$ cat src/rtl/alu_pkg.sv
// Shared ALU definitions: control codes, FSM state encoding, data width.
// Also imported by the ALU control decoder so both agree on the codes.
package alu_pkg;

    localparam int DATA_W = 32;

    localparam logic [3:0] ALU_AND  = 4'b0000;
    localparam logic [3:0] ALU_OR   = 4'b0001;
    localparam logic [3:0] ALU_ADD  = 4'b0010;
    localparam logic [3:0] ALU_SUB  = 4'b0110;
    localparam logic [3:0] ALU_SLT  = 4'b0111;
    localparam logic [3:0] ALU_MULT = 4'b1000;

    typedef enum logic {
        IDLE = 1'b0,
        MUL  = 1'b1
    } state_t;

    function automatic logic is_mult(input logic [3:0] ctrl);
        return ctrl == ALU_MULT;
    endfunction

endpackage

$ cat src/rtl/seq_alu_if.sv
// Request/result bundle between the datapath (master) and seq_alu (slave).
// Ports: start_i/ctrl_i/src1_i/src2_i in; result_o/zero_o/busy_o/done_o out.
interface seq_alu_if #(
    parameter int DATA_W = 32
);

    logic              start_i;
    logic [3:0]        ctrl_i;
    logic [DATA_W-1:0] src1_i;
    logic [DATA_W-1:0] src2_i;
    logic [DATA_W-1:0] result_o;
    logic              zero_o;
    logic              busy_o;
    logic              done_o;

    modport master (
        output start_i, ctrl_i, src1_i, src2_i,
        input  result_o, zero_o, busy_o, done_o
    );

    modport slave (
        input  start_i, ctrl_i, src1_i, src2_i,
        output result_o, zero_o, busy_o, done_o
    );

endinterface

$ cat src/rtl/shift_add_mul.sv
// Radix-2 shift-add multiplier datapath: one partial product per step.
// Ports: load/step controls, operands, product (next accumulator), last.
module shift_add_mul #(
    parameter int DATA_W = 32
) (
    input  logic              clk_i,
    input  logic              rst_i,
    input  logic              load,
    input  logic              step,
    input  logic [DATA_W-1:0] mcand_in,
    input  logic [DATA_W-1:0] mplier_in,
    output logic [DATA_W-1:0] product,
    output logic              last
);

    localparam int CNT_W = $clog2(DATA_W) + 1;

    logic [DATA_W-1:0] mcand;
    logic [DATA_W-1:0] mplier;
    logic [DATA_W-1:0] acc;
    logic [CNT_W-1:0]  cnt;
    logic [DATA_W-1:0] addend;
    logic [DATA_W-1:0] acc_next;

    // Only the low DATA_W product bits are kept, so the multiplicand
    // may shift its upper bits out without changing the result.
    assign addend   = mplier[0] ? mcand : '0;
    assign acc_next = acc + addend;

    // Exposing the post-step value lets the owner capture the full
    // product on the same edge as the final iteration.
    assign product = acc_next;
    assign last    = step && (cnt == CNT_W'(DATA_W - 1));

    always_ff @(posedge clk_i) begin
        if (!rst_i) begin
            mcand  <= '0;
            mplier <= '0;
            acc    <= '0;
            cnt    <= '0;
        end else if (load) begin
            mcand  <= mcand_in;
            mplier <= mplier_in;
            acc    <= '0;
            cnt    <= '0;
        end else if (step) begin
            acc    <= acc_next;
            mcand  <= mcand << 1;
            mplier <= mplier >> 1;
            cnt    <= cnt + 1'b1;
        end
    end

endmodule

$ cat src/rtl/seq_alu.sv
// Multi-cycle ALU: single-cycle logic/arith ops, DATA_W-cycle MULT.
// Ports: clk_i, rst_i (sync, active-low), bus (seq_alu_if slave).
module seq_alu
    import alu_pkg::*;
#(
    parameter int DATA_W = 32
) (
    input  logic      clk_i,
    input  logic      rst_i,
    seq_alu_if.slave  bus
);

    state_t            state;
    logic [DATA_W-1:0] result;
    logic              zero;
    logic              busy;
    logic              done;
    logic [DATA_W-1:0] alu_res;
    logic              mul_load;
    logic              mul_step;
    logic [DATA_W-1:0] mul_product;
    logic              mul_last;

    always_comb begin
        alu_res = '0;
        case (bus.ctrl_i)
            ALU_AND: alu_res = bus.src1_i & bus.src2_i;
            ALU_OR:  alu_res = bus.src1_i | bus.src2_i;
            ALU_ADD: alu_res = bus.src1_i + bus.src2_i;
            ALU_SUB: alu_res = bus.src1_i - bus.src2_i;
            ALU_SLT: begin
                if ($signed(bus.src1_i) < $signed(bus.src2_i))
                    alu_res = DATA_W'(1);
            end
            default: alu_res = '0;
        endcase
    end

    assign mul_load = (state == IDLE) && bus.start_i && is_mult(bus.ctrl_i);
    assign mul_step = (state == MUL);

    shift_add_mul #(
        .DATA_W(DATA_W)
    ) u_mul (
        .clk_i     (clk_i),
        .rst_i     (rst_i),
        .load      (mul_load),
        .step      (mul_step),
        .mcand_in  (bus.src1_i),
        .mplier_in (bus.src2_i),
        .product   (mul_product),
        .last      (mul_last)
    );

    always_ff @(posedge clk_i) begin
        if (!rst_i) begin
            state  <= IDLE;
            result <= '0;
            zero   <= 1'b1;
            busy   <= 1'b0;
            done   <= 1'b0;
        end else begin
            done <= 1'b0;
            case (state)
                IDLE: begin
                    if (bus.start_i) begin
                        if (is_mult(bus.ctrl_i)) begin
                            busy  <= 1'b1;
                            state <= MUL;
                        end else begin
                            result <= alu_res;
                            zero   <= (alu_res == '0);
                            done   <= 1'b1;
                        end
                    end
                end
                MUL: begin
                    if (mul_last) begin
                        result <= mul_product;
                        zero   <= (mul_product == '0);
                        done   <= 1'b1;
                        busy   <= 1'b0;
                        state  <= IDLE;
                    end
                end
                default: state <= IDLE;
            endcase
        end
    end

    assign bus.result_o = result;
    assign bus.zero_o   = zero;
    assign bus.busy_o   = busy;
    assign bus.done_o   = done;

endmodule
$ cat src/flat_wrapper.sv
// flat-port wrapper written by rule: the top's interface ports become plain ports
module seq_alu_flat import alu_pkg::*;
#(
    parameter int DATA_W = 32
)
  (clk_i, rst_i, bus_start_i, bus_ctrl_i, bus_src1_i, bus_src2_i, bus_result_o, bus_zero_o, bus_busy_o, bus_done_o);
  seq_alu_if #(.DATA_W(DATA_W)) bus_i ();
  input  logic clk_i;
  input  logic rst_i;
  input wire logic [$bits(bus_i.start_i)-1:0] bus_start_i;
  input wire logic [$bits(bus_i.ctrl_i)-1:0] bus_ctrl_i;
  input wire logic [$bits(bus_i.src1_i)-1:0] bus_src1_i;
  input wire logic [$bits(bus_i.src2_i)-1:0] bus_src2_i;
  output wire logic [$bits(bus_i.result_o)-1:0] bus_result_o;
  output wire logic [$bits(bus_i.zero_o)-1:0] bus_zero_o;
  output wire logic [$bits(bus_i.busy_o)-1:0] bus_busy_o;
  output wire logic [$bits(bus_i.done_o)-1:0] bus_done_o;
  assign bus_i.start_i = bus_start_i;
  assign bus_i.ctrl_i = bus_ctrl_i;
  assign bus_i.src1_i = bus_src1_i;
  assign bus_i.src2_i = bus_src2_i;
  assign bus_result_o = bus_i.result_o;
  assign bus_zero_o = bus_i.zero_o;
  assign bus_busy_o = bus_i.busy_o;
  assign bus_done_o = bus_i.done_o;
  seq_alu #(.DATA_W(DATA_W)) u_core (.clk_i(clk_i), .rst_i(rst_i), .bus(bus_i));
endmodule
$ cat config.mk
export PLATFORM = sky130hd
export DESIGN_NAME = seq_alu_flat
export DESIGN_NICKNAME = d
export VERILOG_FILES = /design/src/rtl/alu_pkg.sv /design/src/rtl/seq_alu_if.sv /design/src/rtl/shift_add_mul.sv /design/src/rtl/seq_alu.sv /design/src/flat_wrapper.sv
export SDC_FILE = /design/constraint.sdc
export NUM_CORES = 1
export LEC_CHECK = 0
export BUFFER_PORTS_ARGS = -buffer_cell sky130_fd_sc_hd__buf_2
export CAP_MARGIN = 40
export CORE_MARGIN = 2
export CORE_UTILIZATION = 45
export DETAILED_ROUTE_END_ITERATION = 8
export GPL_TIMING_DRIVEN = 0
export SYNTH_ARGS = -nofsm -noshare
export SYNTH_HDL_FRONTEND = slang
export SYNTH_HIERARCHICAL = 1
export SYNTH_SLANG_ARGS = --single-unit
export TNS_END_PERCENT = 50
$ cat constraint.sdc
create_clock -name clk_i -period 3.53 [get_ports clk_i]
set_input_delay 0.353 -clock clk_i [delete_from_list [all_inputs] [get_ports clk_i]]
set_output_delay 0.353 -clock clk_i [all_outputs]
set_load 0.01 [all_outputs]
==> impl_metrics.env <==
export IMPL_status="finished with violations"
export IMPL_failed_checks="setup timing"
export IMPL_startpoint_type="input port"
export IMPL_total_leakage_power_nw=6.968
export IMPL_cp_top_family="compound AO/OA/AOI/OAI gates"
export IMPL_layout_drive_gt1_share_pct=14.92
export IMPL_cp_arrival_ns=4.01
export IMPL_skew_ns=0.01678
export IMPL_synthToLayoutAreaGrowth_pct=14.97
export IMPL_max_freq_mhz=276.5
export IMPL_grt_remaining_overflow=0
export IMPL_setup_slack_ns=-0.08666
export IMPL_cap_viol_max_count=0
export IMPL_drc=0
export IMPL_wl_per_cell_um=23.20
export IMPL_place_inst=2389
export IMPL_drv_slew=0
export IMPL_die_area_um2=33150
export IMPL_first_global_vias=14220
export IMPL_cts_root_buf="clkbuf_16"
export IMPL_synth_distinct_cells=105
export IMPL_finalWeightedCongestion=0.9420
export IMPL_crit_cells=15
export IMPL_worstSkewPairLatency_ns=0.45
export IMPL_vias_per_cell=6.067
export IMPL_finalSetupTns_ns=-0.08666
export IMPL_whs_path_depth=3
export IMPL_syn_area_per_cell_um2=7.603
export IMPL_h_tree_depth=4
export IMPL_worstSetupEndpointType="flop"
export IMPL_ys_seq_elements=138
export IMPL_synth_edf_count=0
export IMPL_clk_transition_reported_paths_ns=0.08
export IMPL_start_util_pct=45.46
export IMPL_worst_slew_pin_slew_ns=0.9385
export IMPL_crit_chain="buf_2 -> inv_1 -> ha_1 -> buf_6 -> nor4_4 -> o311ai_4 -> a21oi_2 -> nor4_4 -> a2111o_1 -> a32o_1 -> o32ai_2 -> o2111ai_1 -> nor4_1 -> nand2_1 -> nand3_1"
export IMPL_n_fill_cell=3191
export IMPL_fin_crit_ns=3.617
export IMPL_cts_sinks=138
export IMPL_crit_buf_inv=3
export IMPL_nets=2216
export IMPL_drtAntennaViolNets=0
export IMPL_coreArea_um2=31390
export IMPL_hold_buffers=0
export IMPL_die_w_um=182.1
export IMPL_grt_max_degree=17
export IMPL_min_period_over_period_pct=102.5
export IMPL_cpMostUsedCell="nor4_4"
export IMPL_max_stage_delay_ns=0.50
export IMPL_yosysWarnings=6
export IMPL_rows=65
export IMPL_diodes=0
export IMPL_die_h_um=182.1
export IMPL_power_density_nw_per_um2=305.8
export IMPL_critPathKind="in -> reg"
export IMPL_ys_seq_area_share_pct=19.36
export IMPL_track_usage_pct=33.53
export IMPL_antenna_found_initial=0
export IMPL_finalWirelength_um=56290
export IMPL_cp_slowest_cell="nor4_4"
export IMPL_io_pins=106
export IMPL_syn_area_um2=14270
export IMPL_dr_pass1_iters=6
export IMPL_grt_pass1_wl_um=84310
export IMPL_async_reset_ff_share_pct=0
export IMPL_port_buffers=102
export IMPL_hp_class="in -> reg"
export IMPL_place_hpwl_um=45310
export IMPL_slew_headroom_pct=37.43
export IMPL_reg2regPathDepth=15
export IMPL_path_max_fanout=10
export IMPL_hold_violations=0
export IMPL_cp_required_ns=3.92
export IMPL_drtIter0Drc=1207
export IMPL_cts_tree="built"
export IMPL_rsz0062_at_grt="true"
export IMPL_postSynth_topFlopCell="dfxtp_1"
export IMPL_peakVddDrop_v=0.0003415
export IMPL_final_cells=2426
export IMPL_setup_viol=1
export IMPL_vias=14720
export IMPL_clk_path_buf_depth=2
export IMPL_synth_nets=2082
export IMPL_cts_made_buffers=17
export IMPL_synthCells=1877
## report_power, final
group          internal (mW)  total, mW  switching, mW
Sequential              1.59       1.62         0.0231
Clock                   1.15       2.02          0.873
Combinational          0.473       1.38          0.908
## layout by cell type, fill, tap and decap left out, types with 10 or more instances in the layout
cell type and count:
a211oi_1 21, a21boi_0 15, a21o_1 18, a21oi_1 117, a31oi_1 13, and2_1 115, and3_1 10, buf_2 120
buf_4 16, clkbuf_1 63, clkbuf_16 17, dfxtp_1 137, ha_1 127, inv_1 124, mux2i_1 117, nand2_1 205
nand2b_1 18, nand3_1 33, nand4_1 23, nor2_1 96, nor2b_1 22, nor3_1 33, nor4_1 18, o211ai_1 28
o21a_1 16, o21ai_0 138, o21ai_1 10, o21bai_1 11, o221ai_1 12, o31ai_1 15, xnor2_1 24, xor2_1 11
## cells in the mapped netlist, types with 7 or more instances
library cell,number,share of area [%]
buf_2,20,0.70
a211oi_1,24,1.3
or4_1,7,0.37
nor2_1,98,2.6
nand2_1,205,5.4
o21bai_1,11,0.58
nand4_1,23,1.0
inv_1,124,3.3
and3_1,10,0.44
o21ai_1,8,0.28
xor2_1,13,0.80
and2_1,116,5.1
a21oi_1,124,4.3
dfxtp_1,138,19
a21o_1,18,0.95
ha_1,131,11
o31ai_1,16,0.84
o21a_1,16,0.84
a221oi_1,10,0.61
clkbuf_8,9,0.87
or3_1,9,0.39
nor3b_1,7,0.37
nor4_1,25,1.1
nor3_1,34,1.2
mux2i_1,117,8.2
xnor2_1,26,1.6
a31oi_1,16,0.70
a21boi_0,15,0.79
o21ai_0,142,5.0
nor2b_1,23,1.0
o211ai_1,28,1.5
nand3_1,34,1.2
nand2b_1,18,0.79
o22ai_1,8,0.35
clkbuf_1,78,2.1
o221ai_1,12,0.74
## cell families after synthesis
group / count (synthesis) / synth area share, %
buffers and inverters: 251 / 8.260
XOR/XNOR: 40 / 2.508
flip-flops: 138 / 19.36
AO/OA/AOI/OAI: 559 / 26.84
AND/OR/NAND/NOR: 638 / 22.92
adder cells (fa/ha/maj): 134 / 11.91
multiplexers: 117 / 8.207
## what timing repair did
item                                    in CTS  in global routing
resized for setup                           25                 57
endpoints found under the hold margin        0                  0
buffers inserted                             2                 11
pin swaps                                    3                 20
endpoints found under the setup margin      54                 21
## sequential cells by signal (all words and copies together), names as in the netlist, 6 cells and up
register and flops:
u_core/u_mul/mplier 32, u_core/u_mul/mcand 32, u_core/bus.result_o 32, u_core/u_mul/acc 32, u_core/u_mul/cnt 6
## layer usage
layer | global-route usage [%] | part of all wire (%)
met2 | 56.63 | 47
met3 | 3.732 | 6.3
met1 | 43.92 | 43
met4 | 12.97 | 3.7
met5 | 0 | 0
## final cells by class
cell class | instances | area, um^2 | share of cell area (%)
plain buffers | 117 | 700.7 | 4.271
flip-flops and latches | 138 | 2766 | 16.86
clock buffers | 17 | 425.4 | 2.593
inverters | 126 | 473.0 | 2.883
repair buffers | 123 | 688.2 | 4.195
well taps | 402 | 503.0 | 3.066
clock inverters | 15 | 202.7 | 1.236
multi-input cells | 1488 | 10650 | 64.90
## worst min-delay path, stage by stage
cell	delay, ns
buf_2	0.12
a21oi_1	0.07
nor2b_1	0.10
## final timing paths
kind | from | to | slack, ns
worst max-delay path | bus_src1_i[6] | u_core/bus.zero_o$_SDFFE_PN1P_ | -0.09
worst min-delay path | bus_src1_i[0] | u_core/u_mul/mcand[0]$_SDFFE_PN0P_ | 0.23
worst min register to register | u_core/bus.result_o[13]$_SDFFE_PN0P_ | u_core/bus.result_o[13]$_SDFFE_PN0P_ | 0.46
worst max register to register | u_core/mul_step$_SDFF_PN0_ | u_core/bus.zero_o$_SDFFE_PN1P_ | -0.02
## per-stage QoR
step | setup WS (ns) | hold WS (ns) | power, mW | utilization (%) | instance area (um^2)
final | -0.08666 | 0.2294 | 5.016 | 52.26 | 16410
after global routing | -0.1255 | 0.2661 | 5.214 | 52.26 | 16410
after floorplan | 0.2066 | 0.4497 | 2.505 | - | 14270
after detailed placement | -1.409 | 0.4548 | 2.984 | 48.93 | 15360
after global placement | -1.654 | 0.4460 | 2.972 | 48.68 | 15280
after CTS | -0.08512 | 0.2150 | 5.000 | 51.32 | 16110
Power figures use the tool's default switching activity.
